<file path="config.mk">
export PLATFORM = sky130hd
export DESIGN_NAME = reg_writeback_ctrl_flat
export DESIGN_NICKNAME = d
export VERILOG_FILES = /design/src/rtl/reg_writeback_ctrl_if.sv /design/src/rtl/reg_writeback_ctrl.sv /design/src/flat_wrapper.sv
export SDC_FILE = /design/constraint.sdc
export NUM_CORES = 1
export LEC_CHECK = 0
export ABC_AREA = 1
export BUFFER_PORTS_ARGS = -buffer_cell sky130_fd_sc_hd__buf_2
export CORE_MARGIN = 5
export CORE_UTILIZATION = 49
export CTS_CLUSTER_DIAMETER = 150
export DETAILED_ROUTE_END_ITERATION = 8
export PLACE_DENSITY_LB_ADDON = 0.1
export SYNTH_ARGS = -nofsm -noshare
export SYNTH_HDL_FRONTEND = slang
export SYNTH_SLANG_ARGS = --single-unit
</file>
<file path="constraint.sdc">
create_clock -name clk -period 3 [get_ports clk]
set_clock_uncertainty 0.2 [all_clocks]
set_input_delay 0 -clock clk [delete_from_list [all_inputs] [get_ports clk]]
set_output_delay 0 -clock clk [all_outputs]
set_load 0.005 [all_outputs]
</file>
<file path="src/rtl/reg_writeback_ctrl_if.sv">
// Write-back handshake bus: one retiring result per accepted transfer,
// carrying the source select, destinations and all candidate data words.
interface reg_writeback_ctrl_if #(
  parameter int DATA_W = 16,
  parameter int REG_AW = 3
);
  logic              wb_valid;
  logic              wb_ready;
  logic [1:0]        wb_src;
  logic [REG_AW-1:0] wb_dest;
  logic              wb_byte;
  logic              wb_sext;
  logic              wb_upd;
  logic [REG_AW-1:0] wb_upd_reg;
  logic [DATA_W-1:0] alu_result;
  logic [DATA_W-1:0] mem_data;
  logic [DATA_W-1:0] pc_next;
  logic [DATA_W-1:0] upd_data;

  // Producer side (multicycle datapath)
  modport master (
    output wb_valid, wb_src, wb_dest, wb_byte, wb_sext, wb_upd, wb_upd_reg,
           alu_result, mem_data, pc_next, upd_data,
    input  wb_ready
  );

  // Consumer side (write-back controller)
  modport slave (
    input  wb_valid, wb_src, wb_dest, wb_byte, wb_sext, wb_upd, wb_upd_reg,
           alu_result, mem_data, pc_next, upd_data,
    output wb_ready
  );
endinterface

</file>
<file path="src/rtl/reg_writeback_ctrl.sv">
// Write-back controller for the 8x16 register file write port.
// Accepts one result per handshake, drives a registered RegWrite/WriteReg/
// WriteData, optionally follows with a second (post-increment) write, and
// exposes the pending destination for RAW-hazard stalling in decode.
module reg_writeback_ctrl #(
  parameter int DATA_W   = 16,
  parameter int REG_AW   = 3,
  parameter int LINK_REG = 7
) (
  input  logic              clk,
  input  logic              rst_n,
  reg_writeback_ctrl_if.slave wb,
  output logic              RegWrite,
  output logic [REG_AW-1:0] WriteReg,
  output logic [DATA_W-1:0] WriteData,
  output logic              pend_valid,
  output logic [REG_AW-1:0] pend_reg,
  output logic [15:0]       wr_count
);

  localparam logic [1:0] ST_IDLE = 2'd0;
  localparam logic [1:0] ST_WR1  = 2'd1;
  localparam logic [1:0] ST_WR2  = 2'd2;

  localparam logic [1:0] SRC_ALU  = 2'b00;
  localparam logic [1:0] SRC_MEM  = 2'b01;
  localparam logic [1:0] SRC_LINK = 2'b10;

  localparam logic [REG_AW-1:0] LINK_ADDR = REG_AW'(LINK_REG);
  localparam logic [REG_AW-1:0] R0_ADDR   = '0;

  // Byte-load extension: sign- or zero-extend the low byte of memory data.
  function automatic logic [DATA_W-1:0] byte_ext(input logic [DATA_W-1:0] d,
                                                 input logic              sext);
    logic signed [7:0] b;
    b = signed'(d[7:0]);
    if (sext) return DATA_W'(b);
    return DATA_W'(d[7:0]);
  endfunction

  // Result mux; the reserved source code falls back to the ALU result.
  function automatic logic [DATA_W-1:0] sel_data(input logic [1:0]        src,
                                                 input logic              byte_ld,
                                                 input logic              sext,
                                                 input logic [DATA_W-1:0] alu,
                                                 input logic [DATA_W-1:0] mem,
                                                 input logic [DATA_W-1:0] pc);
    case (src)
      SRC_MEM:  return byte_ld ? byte_ext(mem, sext) : mem;
      SRC_LINK: return pc;
      default:  return alu;
    endcase
  endfunction

  logic [1:0]        state_q,      state_d;
  logic              regwrite_q,   regwrite_d;
  logic [REG_AW-1:0] write_reg_q,  write_reg_d;
  logic [DATA_W-1:0] write_data_q, write_data_d;
  logic              pend_valid_q, pend_valid_d;
  logic [REG_AW-1:0] pend_reg_q,   pend_reg_d;
  logic [15:0]       wr_count_q,   wr_count_d;
  logic              upd_q,        upd_d;
  logic [REG_AW-1:0] upd_reg_q,    upd_reg_d;
  logic [DATA_W-1:0] upd_data_q,   upd_data_d;

  logic              ready;
  logic              accept;
  logic [REG_AW-1:0] prim_dest;

  // Ready is blocked only while a primary write still owes its second write.
  always_comb begin
    ready     = (state_q == ST_IDLE) || (state_q == ST_WR2) ||
                ((state_q == ST_WR1) && !upd_q);
    accept    = wb.wb_valid && ready;
    prim_dest = (wb.wb_src == SRC_LINK) ? LINK_ADDR : wb.wb_dest;
  end

  assign wb.wb_ready = ready;

  // Next-state and next-output logic for the write sequencer.
  always_comb begin
    state_d      = ST_IDLE;
    regwrite_d   = 1'b0;
    write_reg_d  = write_reg_q;
    write_data_d = write_data_q;
    pend_valid_d = 1'b0;
    pend_reg_d   = pend_reg_q;
    upd_d        = 1'b0;
    upd_reg_d    = upd_reg_q;
    upd_data_d   = upd_data_q;

    if (accept) begin
      state_d      = ST_WR1;
      write_reg_d  = prim_dest;
      write_data_d = sel_data(wb.wb_src, wb.wb_byte, wb.wb_sext,
                              wb.alu_result, wb.mem_data, wb.pc_next);
      regwrite_d   = (prim_dest != R0_ADDR);
      pend_valid_d = 1'b1;
      pend_reg_d   = prim_dest;
      upd_d        = wb.wb_upd;
      upd_reg_d    = wb.wb_upd_reg;
      upd_data_d   = wb.upd_data;
    end else if ((state_q == ST_WR1) && upd_q) begin
      state_d      = ST_WR2;
      write_reg_d  = upd_reg_q;
      write_data_d = upd_data_q;
      regwrite_d   = (upd_reg_q != R0_ADDR);
      pend_valid_d = 1'b1;
      pend_reg_d   = upd_reg_q;
    end

    // Count tracks the registered strobe so it is current in the write cycle.
    wr_count_d = wr_count_q + {15'd0, regwrite_d};
  end

  // Control and visible write-port state, cleared by the asynchronous reset.
  always_ff @(posedge clk or negedge rst_n) begin
    if (!rst_n) begin
      state_q      <= ST_IDLE;
      regwrite_q   <= 1'b0;
      write_reg_q  <= '0;
      write_data_q <= '0;
      pend_valid_q <= 1'b0;
      pend_reg_q   <= '0;
      wr_count_q   <= '0;
      upd_q        <= 1'b0;
    end else begin
      state_q      <= state_d;
      regwrite_q   <= regwrite_d;
      write_reg_q  <= write_reg_d;
      write_data_q <= write_data_d;
      pend_valid_q <= pend_valid_d;
      pend_reg_q   <= pend_reg_d;
      wr_count_q   <= wr_count_d;
      upd_q        <= upd_d;
    end
  end

  // Second-write payload; only meaningful while upd_q is set, so no reset.
  always_ff @(posedge clk) begin
    upd_reg_q  <= upd_reg_d;
    upd_data_q <= upd_data_d;
  end

  assign RegWrite   = regwrite_q;
  assign WriteReg   = write_reg_q;
  assign WriteData  = write_data_q;
  assign pend_valid = pend_valid_q;
  assign pend_reg   = pend_reg_q;
  assign wr_count   = wr_count_q;

endmodule

</file>
<file path="src/flat_wrapper.sv">
// flat-port wrapper written by rule: the top's interface ports become plain ports
module reg_writeback_ctrl_flat 
#(
  parameter int DATA_W   = 16,
  parameter int REG_AW   = 3,
  parameter int LINK_REG = 7
)
  (clk, rst_n, RegWrite, WriteReg, WriteData, pend_valid, pend_reg, wr_count, wb_wb_valid, wb_wb_src, wb_wb_dest, wb_wb_byte, wb_wb_sext, wb_wb_upd, wb_wb_upd_reg, wb_alu_result, wb_mem_data, wb_pc_next, wb_upd_data, wb_wb_ready);
  reg_writeback_ctrl_if #(.DATA_W(DATA_W), .REG_AW(REG_AW)) wb_i ();
  input  logic clk;
  input  logic rst_n;
  output logic RegWrite;
  output logic [REG_AW-1:0] WriteReg;
  output logic [DATA_W-1:0] WriteData;
  output logic pend_valid;
  output logic [REG_AW-1:0] pend_reg;
  output logic [15:0] wr_count;
  input wire logic [$bits(wb_i.wb_valid)-1:0] wb_wb_valid;
  input wire logic [$bits(wb_i.wb_src)-1:0] wb_wb_src;
  input wire logic [$bits(wb_i.wb_dest)-1:0] wb_wb_dest;
  input wire logic [$bits(wb_i.wb_byte)-1:0] wb_wb_byte;
  input wire logic [$bits(wb_i.wb_sext)-1:0] wb_wb_sext;
  input wire logic [$bits(wb_i.wb_upd)-1:0] wb_wb_upd;
  input wire logic [$bits(wb_i.wb_upd_reg)-1:0] wb_wb_upd_reg;
  input wire logic [$bits(wb_i.alu_result)-1:0] wb_alu_result;
  input wire logic [$bits(wb_i.mem_data)-1:0] wb_mem_data;
  input wire logic [$bits(wb_i.pc_next)-1:0] wb_pc_next;
  input wire logic [$bits(wb_i.upd_data)-1:0] wb_upd_data;
  output wire logic [$bits(wb_i.wb_ready)-1:0] wb_wb_ready;
  assign wb_i.wb_valid = wb_wb_valid;
  assign wb_i.wb_src = wb_wb_src;
  assign wb_i.wb_dest = wb_wb_dest;
  assign wb_i.wb_byte = wb_wb_byte;
  assign wb_i.wb_sext = wb_wb_sext;
  assign wb_i.wb_upd = wb_wb_upd;
  assign wb_i.wb_upd_reg = wb_wb_upd_reg;
  assign wb_i.alu_result = wb_alu_result;
  assign wb_i.mem_data = wb_mem_data;
  assign wb_i.pc_next = wb_pc_next;
  assign wb_i.upd_data = wb_upd_data;
  assign wb_wb_ready = wb_i.wb_ready;
  reg_writeback_ctrl #(.DATA_W(DATA_W), .REG_AW(REG_AW), .LINK_REG(LINK_REG)) u_core (.clk(clk), .rst_n(rst_n), .wb(wb_i), .RegWrite(RegWrite), .WriteReg(WriteReg), .WriteData(WriteData), .pend_valid(pend_valid), .pend_reg(pend_reg), .wr_count(wr_count));
endmodule
</file>
==> metrics.cfg, run 1 <==
[global_route]
grt_pass1_wl_um = 14600
grt_max_degree = 41
antenna_found_initial = 0
grt_usage_pct = 21.7
gr-usage-met2_pct = 38.1
met1_usage_pct = 26.7
grtUsageMet3_pct = 5.93
globalRoute.totalOverflow = 0
grt_busiest_layer = met2
grt_pass1_vias = 3159

[die]
die_h_um = 90.2
chipWidth_um = 90.2
rows = 29
ioPinCount = 119
initial_core_util_pct = 50.0
fp.coreArea_sq_um = 6310
die_area_sq_um = 8140

[layout]
final_common_cell = nand2_1
finish.utilization_pct = 73.9
layout_common_cells = nand2_1 (167), buf_2 (118), dlygate4sd3_1 (64)
layout.nets = 664
syn2layout_area_growth_pct = 48.0
diodes = 0
drive_gt1_share_pct = 28.4

[clock_tree]
cts_resized = 0
clkLatencyLatePin_ns = 0.33
cts_inserted_buffers = 9
htreeDepth = 3
clk_pin_slew_ns = 0.07
post_cts_buffers = 0
cts_tree = built
cts.sinks = 59
clock_path_buffers = 2
holdBufCountCts = 64
cts_root_buf = clkbuf_8

[critical_path]
path_class = register to register
critPathLaunchType = register
cp_data_required_time_ns = 3.02
crit_path_end_kind = register
crit_fanout = 19
critical_path_arrival_ns = 2.39

[routing]
drcViolationCount = 0
first_iter_violations = 112
dr.pass1.iters = 4
post_drt_via_cell_ratio = 4.65
num_vias = 3086
ant_nets = 0
finalWirelength_um = 8500
wl_per_cell_um = 12.8

[timing]
hold_viol = 0
fin_ws_ns = 0.636
fmax_mhz = 423
fin_crit_ns = 2.36
tightest_slew_ns = 0.910
rsz0062_at_grt = no
setup_tns_ns = 0
finalMaxSlewViolations = 0
finalSetupViolCount = 0
fin_crit_sh_pct = 78.8
slew_headroom_pct = 39.4

[logic_synthesis]
synth_area_sq_um = 3150
synth-xor-area-share_pct = 2.22
seq_area_frac_synth_pct = 49.8
syn_inst = 401
yosysUniqueCellTypes = 29
synth_fa_ha_area_share_pct = 1.59
synth_top_cell_area_share_pct = 31.7
ys_seq_elements = 59
synth_top_family_by_area = simple AND/OR/NAND/NOR gates
async_flop_share_pct = 67.8
synth_simple_gate_area_share_pct = 28.2
synthTopCellsByArea = dfrtp_1 (32%), nand2_1 (20%), edfxtp_1 (18%)
yosys_warnings = 0
synth_compound_area_share_pct = 6.94
avgSynthCellArea_sq_um = 7.87
synth_mux_area_share_pct = 0
ys_dominant_reg_cell = dfrtp_1
yosysTopAreaCell = dfrtp_1
synth-edff-count = 19
syn_nets = 483

[power_and_ir_drop]
max-vdd-ir-drop_v = 0.000442
total_power_uw = 2530
p_per_area_nw_per_um2 = 543
leakagePower_uw = 0.00257

[placed_design]
dpl.hpwl_um = 5840
gp_congestion = 0.805
dp_slack_ns = 0.635
portBuffers = 118

[flow_run]
maxCapViolations = 0

[outcome]
run_status = finished clean

[hold_path]
hp-class = primary input to register

[cell families (layout without fill, tap and decap cells)]
group | after synthesis | after routing
adders and majority gates | 4 | 4
and+or+nand+nor | 217 | 217
xor gates and xnor gates | 8 | 8
DFF | 59 | 59
AOI/OAI and AO/OA | 31 | 31
buffers and inverters | 82 | 268
[power breakdown]
part | total (uW) | switching [uW] | internal, uW
clock network | 891 | 306 | 585
registers | 1050 | 94.0 | 952
logic | 596 | 300 | 296
[metal layers]
metal,routed length [um],vias to the layer above
met2,4490,78
li1,-,1579
met5,0,-
met3,383,12
met1,3520,1417
met4,99,0
[path summary, 6_finish.rpt]
| kind | startpoint | end | slack (ns) | cells after the start |
|---|---|---|---|---|
| setup / recovery | u_core.upd_q | u_core.wr_count[10] | 0.64 | 10 |
| hold / removal | wb_pc_next[2] | u_core.WriteData[2] | 0.01 | 9 |
| setup reg to reg | u_core.upd_q | u_core.wr_count[10] | 0.64 | 10 |
| hold reg to reg | u_core.upd_reg_q[0] | u_core.WriteReg[0] | 0.30 | 2 |
| max in group asynchronous | rst_n | u_core.WriteData[12] | 1.88 | 2 |
| min in group asynchronous | rst_n | u_core.WriteData[1] | 0.14 | 2 |
[sequential cells by signal, indices dropped and copies added (netlist names)]
signal,cells
u_core.RegWrite,1
u_core.WriteData,16
u_core.WriteReg,3
u_core.pend_valid,1
u_core.state_q,2
u_core.upd_data_q,16
u_core.upd_q,1
u_core.upd_reg_q,3
u_core.wr_count,16
[synthesized netlist by cell type, types with 2 or more instances]
cell and instances:
buf_4 7, a21oi_1 4, ha_1 4, or2_2 2
dfrtp_1 40, nor2_2 2, xnor2_1 2, buf_2 7
a21oi_2 12, nand3b_1 2, nor2_1 16, o21ai_2 3
nand2_2 2, inv_2 4, nand3_1 18, nor3_1 2
edfxtp_1 19, xor2_1 6, o21ai_0 8, inv_1 62
nand2_1 167, o21ai_1 2, nand4_1 3, nor3_2 2
[cell type report]
type,count,area [sq um]
fill,489,1650
clock inverter,3,65.1
clock buffer,13,190
timing repair buffer,186,1260
multi-input combinational,260,1230
tap,77,96.3
sequential,59,1570
inverter,66,248
[worst max-delay path, stage by stage, from the launching register on]
cell and delay, ns:
dfrtp_1 0.42, o21ai_2 0.15, nand2_2 0.23, o22ai_1 0.24
ha_1 0.21, ha_1 0.19, nand3_1 0.16, inv_1 0.16
nand2_1 0.10, o21ai_1 0.14, nand2_1 0.06
[through the flow]
stage | cells | hold slack (ns) | cell area (sq um)
final | 664 | 0.0145 | 4670
after detailed placement | 584 | -0.0219 | 3770
after floorplan | 401 | -0.496 | 3150
after global routing | 664 | 0.0769 | 4670
after CTS | 664 | 0.0143 | 4670
after global placement | 584 | -0.0239 | 3770
No activity file was read; power rests on OpenSTA's default activity.
==> run 2: changes to the inputs <==
- clock period: 3 -> 2.2 ns (I/O delays scaled with it)
==> run 2 against run 1 <==
  * Setup slack worse by 0.50 ns
  * Sequential cell count unchanged
  * Clock power up 9.5%
  * Global-route usage up 0.94 points
  * First-iteration DRC count up 25%
  * Cell area up 0.67%
  * Power up 30%
  * Hold slack better by 0.027 ns
==> metrics.cfg, run 2 (same netlist as run 1, synthesis figures left out) <==
[die]
chipWidth_um = 90.2  ; unchanged
ioPinCount = 119  ; unchanged
fp.coreArea_sq_um = 6310  ; unchanged
initial_core_util_pct = 50.0  ; unchanged
die_area_sq_um = 8140  ; unchanged
die_h_um = 90.2  ; unchanged
rows = 29  ; unchanged

[timing]
finalMaxSlewViolations = 0  ; unchanged
fin_crit_ns = 2.07  ; -0.298 ns
setup_tns_ns = 0  ; unchanged
finalSetupViolCount = 0  ; unchanged
hold_viol = 0  ; unchanged
slew_headroom_pct = 38.3  ; -1.0 points
tightest_slew_ns = 0.925  ; +0.0152 ns
fin_crit_sh_pct = 93.9  ; +15 points
fmax_mhz = 484  ; +14%

[global_route]
grt_usage_pct = 22.6  ; +0.94 points
grt_pass1_vias = 3285  ; +4.0%
globalRoute.totalOverflow = 0  ; unchanged
grt_pass1_wl_um = 15100  ; +3.4%
grt_max_degree = 41  ; unchanged
antenna_found_initial = 0  ; unchanged

[routing]
num_vias = 3194  ; +3.5%
finalWirelength_um = 9040  ; +6.4%
ant_nets = 0  ; unchanged
wl_per_cell_um = 13.5  ; +5.6%
first_iter_violations = 140  ; +25%
drcViolationCount = 0  ; unchanged
dr.pass1.iters = 4  ; unchanged
post_drt_via_cell_ratio = 4.77  ; +2.7%

[clock_tree]
cts.sinks = 59  ; unchanged
cts_root_buf = clkbuf_8
cts_tree = built
clkLatencyLatePin_ns = 0.34  ; about the same
clk_pin_slew_ns = 0.07  ; about the same
htreeDepth = 3  ; unchanged
cts_inserted_buffers = 9  ; unchanged
clock_path_buffers = 2  ; unchanged

[layout]
design_area_sq_um = 4700  ; +0.67%
final_common_cell = nand2_1
layout_common_cells = nand2_1 (167), buf_2 (118), dlygate4sd3_1 (65)
syn2layout_area_growth_pct = 48.9
layout.nets = 669  ; +0.75%
drive_gt1_share_pct = 30.1  ; +1.6 points
diodes = 0  ; unchanged

[hold_path]
hp-class = primary input to register

[critical_path]
critPathLaunchType = register
critical_path_arrival_ns = 2.10  ; -0.29 ns
crit_fanout = 3  ; -16
path_class = register to register
crit_path_end_kind = register
cp_data_required_time_ns = 2.23  ; -0.79 ns

[placed_design]
gp_congestion = 0.810  ; +0.57%
placed_area_sq_um = 3790  ; +0.60%
dpl.hpwl_um = 5890  ; +0.78%
portBuffers = 118  ; unchanged

[power_and_ir_drop]
leakagePower_uw = 0.00257  ; -0.25%
max-vdd-ir-drop_v = 0.000755  ; +71%
p_per_area_nw_per_um2 = 700  ; +29%

[flow_run]
maxCapViolations = 0  ; unchanged

[outcome]
run_status = finished clean

## run 2: cell type report
| type | count | area [sq um] |
|---|---|---|
| sequential | 59 | 1570 |
| multi-input combinational | 260 | 1280 |
| fill | 519 | 1620 |
| clock inverter | 5 | 51.3 |
| inverter | 66 | 250 |
| timing repair buffer | 191 | 1300 |
| clock buffer | 11 | 141 |
| tap | 77 | 96.3 |
## run 2: where the power goes
| part | leakage [uW] | switching, uW | internal (uW) | total (uW) |
|---|---|---|---|---|
| logic | 0.00179 | 436 | 433 | 869 |
| clock network | 0.000103 | 428 | 549 | 976 |
| registers | 0.000670 | 147 | 1300 | 1440 |
## run 2: worst max-delay path, stage by stage (launching register included)
cell     delay [ns]
dfrtp_1        0.44
o21ai_2        0.19
nand2_2        0.08
o22ai_2        0.12
ha_2           0.23
ha_4           0.16
nand3_4        0.10
nor3_4         0.24
nand2_1        0.09
nand2_1        0.06
nand2_1        0.05
## run 2: path summary, 6_finish.rpt
path                                           from                  end  slack, ns  cells past startpoint
max in group asynchronous                     rst_n    u_core.state_q[0]       1.00                      2
worst min-delay path                   wb_wb_src[1]   u_core.WriteReg[0]       0.04                      5
worst max-delay path                   u_core.upd_q  u_core.wr_count[14]       0.13                     10
worst max register to register         u_core.upd_q  u_core.wr_count[14]       0.13                     10
min in group asynchronous                     rst_n  u_core.WriteData[0]       0.14                      2
worst min register to register  u_core.upd_reg_q[0]   u_core.WriteReg[0]       0.30                      2
## run 2: per-layer routing
layer	track usage, %	part of all wire [%]
met5	0	0
met4	5.21	1.5
met2	40.1	54
met1	26.6	40
met3	7.10	5.0
## run 2: what timing repair did
action / CTS / global route
buffers inserted: 0 / 1
hold endpoints to repair: 83 / 0
hold buffers: 65 / 0
resized for setup: 0 / 14
setup endpoints to repair: 0 / 14
## run 2: metrics by stage
stage               total power, uW  hold WS, ns  utilization, %  setup slack (ns)  std cells
floorplan                      1810       -0.496               -            0.0109        401
global placement               2120      -0.0237            60.1             0.126        587
detailed placement             2120      -0.0219            60.1            0.0436        587
CTS                            3240       0.0320            73.4            0.0535        668
global route                   3490       0.0758            74.4           -0.0119        669
finish                         3290       0.0413            74.4             0.134        669
==> run 3: changes to the inputs <==
- RECOVER_POWER: unset -> 100
==> run 3 against run 2 <==
  * Hold slack gained 0.00068 ns
  * Sequential cell count is the same
  * Power shrank 0.61%
  * Largest power group unchanged
  * Via count shrank 0.47%
  * Clock-buffer cell count is the same
  * Register-to-register slack is essentially flat
  * Critical path type unchanged
  * Non-clock buffer count is the same
  * Die area is the same
  * Global-route usage is the same
  * Routed wire length shrank 0.21%
==> metrics.cfg, run 3 (same netlist as run 1, synthesis figures left out) <==
[global_route]
grt_pass1_wl_um = 15100  ; unchanged
antenna_found_initial = 0  ; unchanged
grt_max_degree = 41  ; unchanged
grt_usage_pct = 22.6  ; unchanged
grt_pass1_vias = 3285  ; unchanged
globalRoute.totalOverflow = 0  ; unchanged

[clock_tree]
htreeDepth = 3  ; unchanged
clkLatencyLatePin_ns = 0.34  ; about the same
cts_tree = built
cts.sinks = 59  ; unchanged
clock_path_buffers = 2  ; unchanged
clk_pin_slew_ns = 0.07  ; about the same
cts_inserted_buffers = 9  ; unchanged
cts_root_buf = clkbuf_8

[power_and_ir_drop]
p_per_area_nw_per_um2 = 702  ; +0.22%
sequentialPowerShare_pct = 44.2  ; +0.3 points
pwr-share-comb_pct = 26.0  ; -0.4 points
p_sw_uw = 1010  ; +0.14%
max-vdd-ir-drop_v = 0.000753  ; -0.31%
pwr-share-clk_pct = 29.8  ; about the same
sw_frac_of_total_pct = 31.0  ; +0.23 points
leakagePower_uw = 0.00249  ; -3.1%
p_int_uw = 2260  ; -0.94%

[layout]
layout.nets = 669  ; unchanged
final_common_cell = nand2_1
diodes = 0  ; unchanged
layout_common_cells = nand2_1 (167), buf_2 (91), dlygate4sd3_1 (65)
syn2layout_area_growth_pct = 47.7
final_cells = 669  ; unchanged
drive_gt1_share_pct = 25.2  ; -4.9 points
finish.utilization_pct = 73.8  ; -0.61 points

[flow_run]
maxCapViolations = 0  ; unchanged

[timing]
setup_tns_ns = 0  ; unchanged
fmax_mhz = 486  ; +0.51%
fin_crit_sh_pct = 93.5  ; -0.47 points
fin_ws_ns = 0.144  ; +0.0104 ns
hold_viol = 0  ; unchanged
finalSetupViolCount = 0  ; unchanged
finalMaxSlewViolations = 0  ; unchanged
slew_headroom_pct = 30.8  ; -7.5 points
tightest_slew_ns = 1.04  ; +0.112 ns
fin_crit_ns = 2.06  ; -0.0104 ns

[placed_design]
dpl.hpwl_um = 5890  ; unchanged
gp_congestion = 0.810  ; unchanged
dp_slack_ns = 0.0436  ; unchanged
portBuffers = 118  ; unchanged
dp_cells = 587  ; unchanged

[die]
rows = 29  ; unchanged
ioPinCount = 119  ; unchanged
die_h_um = 90.2  ; unchanged
die_area_sq_um = 8140  ; unchanged
initial_core_util_pct = 50.0  ; unchanged
chipWidth_um = 90.2  ; unchanged
fp.coreArea_sq_um = 6310  ; unchanged

[hold_path]
hp-class = primary input to register
hold_start = wb_wb_src[1]

[routing]
wl_per_cell_um = 13.5  ; -0.21%
drcViolationCount = 0  ; unchanged
first_iter_violations = 115  ; -18%
dr.pass1.iters = 4  ; unchanged
post_drt_via_cell_ratio = 4.75  ; -0.47%
ant_nets = 0  ; unchanged
finalWirelength_um = 9020  ; -0.21%
num_vias = 3179  ; -0.47%

[critical_path]
crit_fanout = 3  ; unchanged
path_class = register to register
r2r-start = u_core.upd_q
crit_path_end_kind = register
critical_path_arrival_ns = 2.09  ; about the same
reg2reg_slack_ns = 0.14  ; about the same
crit_start = u_core.upd_q
cp_data_required_time_ns = 2.23  ; about the same
critPathLaunchType = register

[outcome]
run_status = finished clean

[run 3: cell count changes in the layout (fill, tap and decap cells not counted), sizes merged]
cell	before	now
inv	67	66
clkinv	3	4
clkbuf	11	39
buf	126	98
[run 3: layout make-up]
| type | count | area (sq um) |
|---|---|---|
| Multi-Input combinational cell | 260 | 1280 |
| Sequential cell | 59 | 1570 |
| Inverter | 66 | 250 |
| Fill cell | 538 | 1650 |
| Clock buffer | 11 | 141 |
| Clock inverter | 5 | 51.3 |
| Timing Repair Buffer | 191 | 1260 |
| Tap cell | 77 | 96.3 |
[run 3: path summary, 6_finish.rpt]
| path | endpoint | depth (start not counted) |
|---|---|---|
| worst max-delay path | u_core.wr_count[14] | 10 |
| max in group asynchronous | u_core.state_q[0] | 2 |
| worst min-delay path | u_core.WriteReg[0] | 5 |
| worst max register to register | u_core.wr_count[14] | 10 |
| worst min register to register | u_core.WriteReg[0] | 2 |
| min in group asynchronous | u_core.WriteData[0] | 2 |
[run 3: worst max-delay path, stage by stage (launching register included)]
cell     delay, ns
dfrtp_1       0.43
o21ai_2       0.19
nand2_2       0.08
o22ai_2       0.12
ha_2          0.23
ha_4          0.16
nand3_4       0.10
nor3_4        0.24
nand2_1       0.09
nand2_1       0.06
nand2_1       0.05
[run 3: power groups by stage]
stage | logic, uW | registers [uW] | clock network (uW)
after floorplan | 375 | 1440 | 0
after global placement | 678 | 1440 | 0
after detailed placement | 682 | 1440 | 0
after CTS | 820 | 1420 | 996
after global routing | 954 | 1460 | 1050
final | 849 | 1450 | 974
[run 3: through the flow]
stage	instance area, sq um	power, uW	hold WS (ns)
6_report	4660	3270	0.0420
5_1_grt	4660	3470	0.0758
4_1_cts	4640	3240	0.0320
3_5_place_dp	3790	2120	-0.0219
3_3_place_gp	3790	2120	-0.0237
2_1_floorplan	3150	1810	-0.496
[run 3: what timing repair did]
| action | CTS | global route |
|---|---|---|
| endpoints found under the hold margin | 83 | 0 |
| buffers inserted | 0 | 1 |
| gates resized for setup | 0 | 14 |
| setup endpoints to repair | 0 | 14 |
| hold buffers | 65 | 0 |
[run 3: per-layer routing]
metal | vias to the layer above | track usage (%) | part of all wire, %
li1 | 1589 | - | -
met2 | 90 | 40.1 | 53
met3 | 14 | 7.10 | 5.4
met1 | 1486 | 26.6 | 40
met4 | 0 | 5.21 | 1.5
met5 | - | 0 | 0
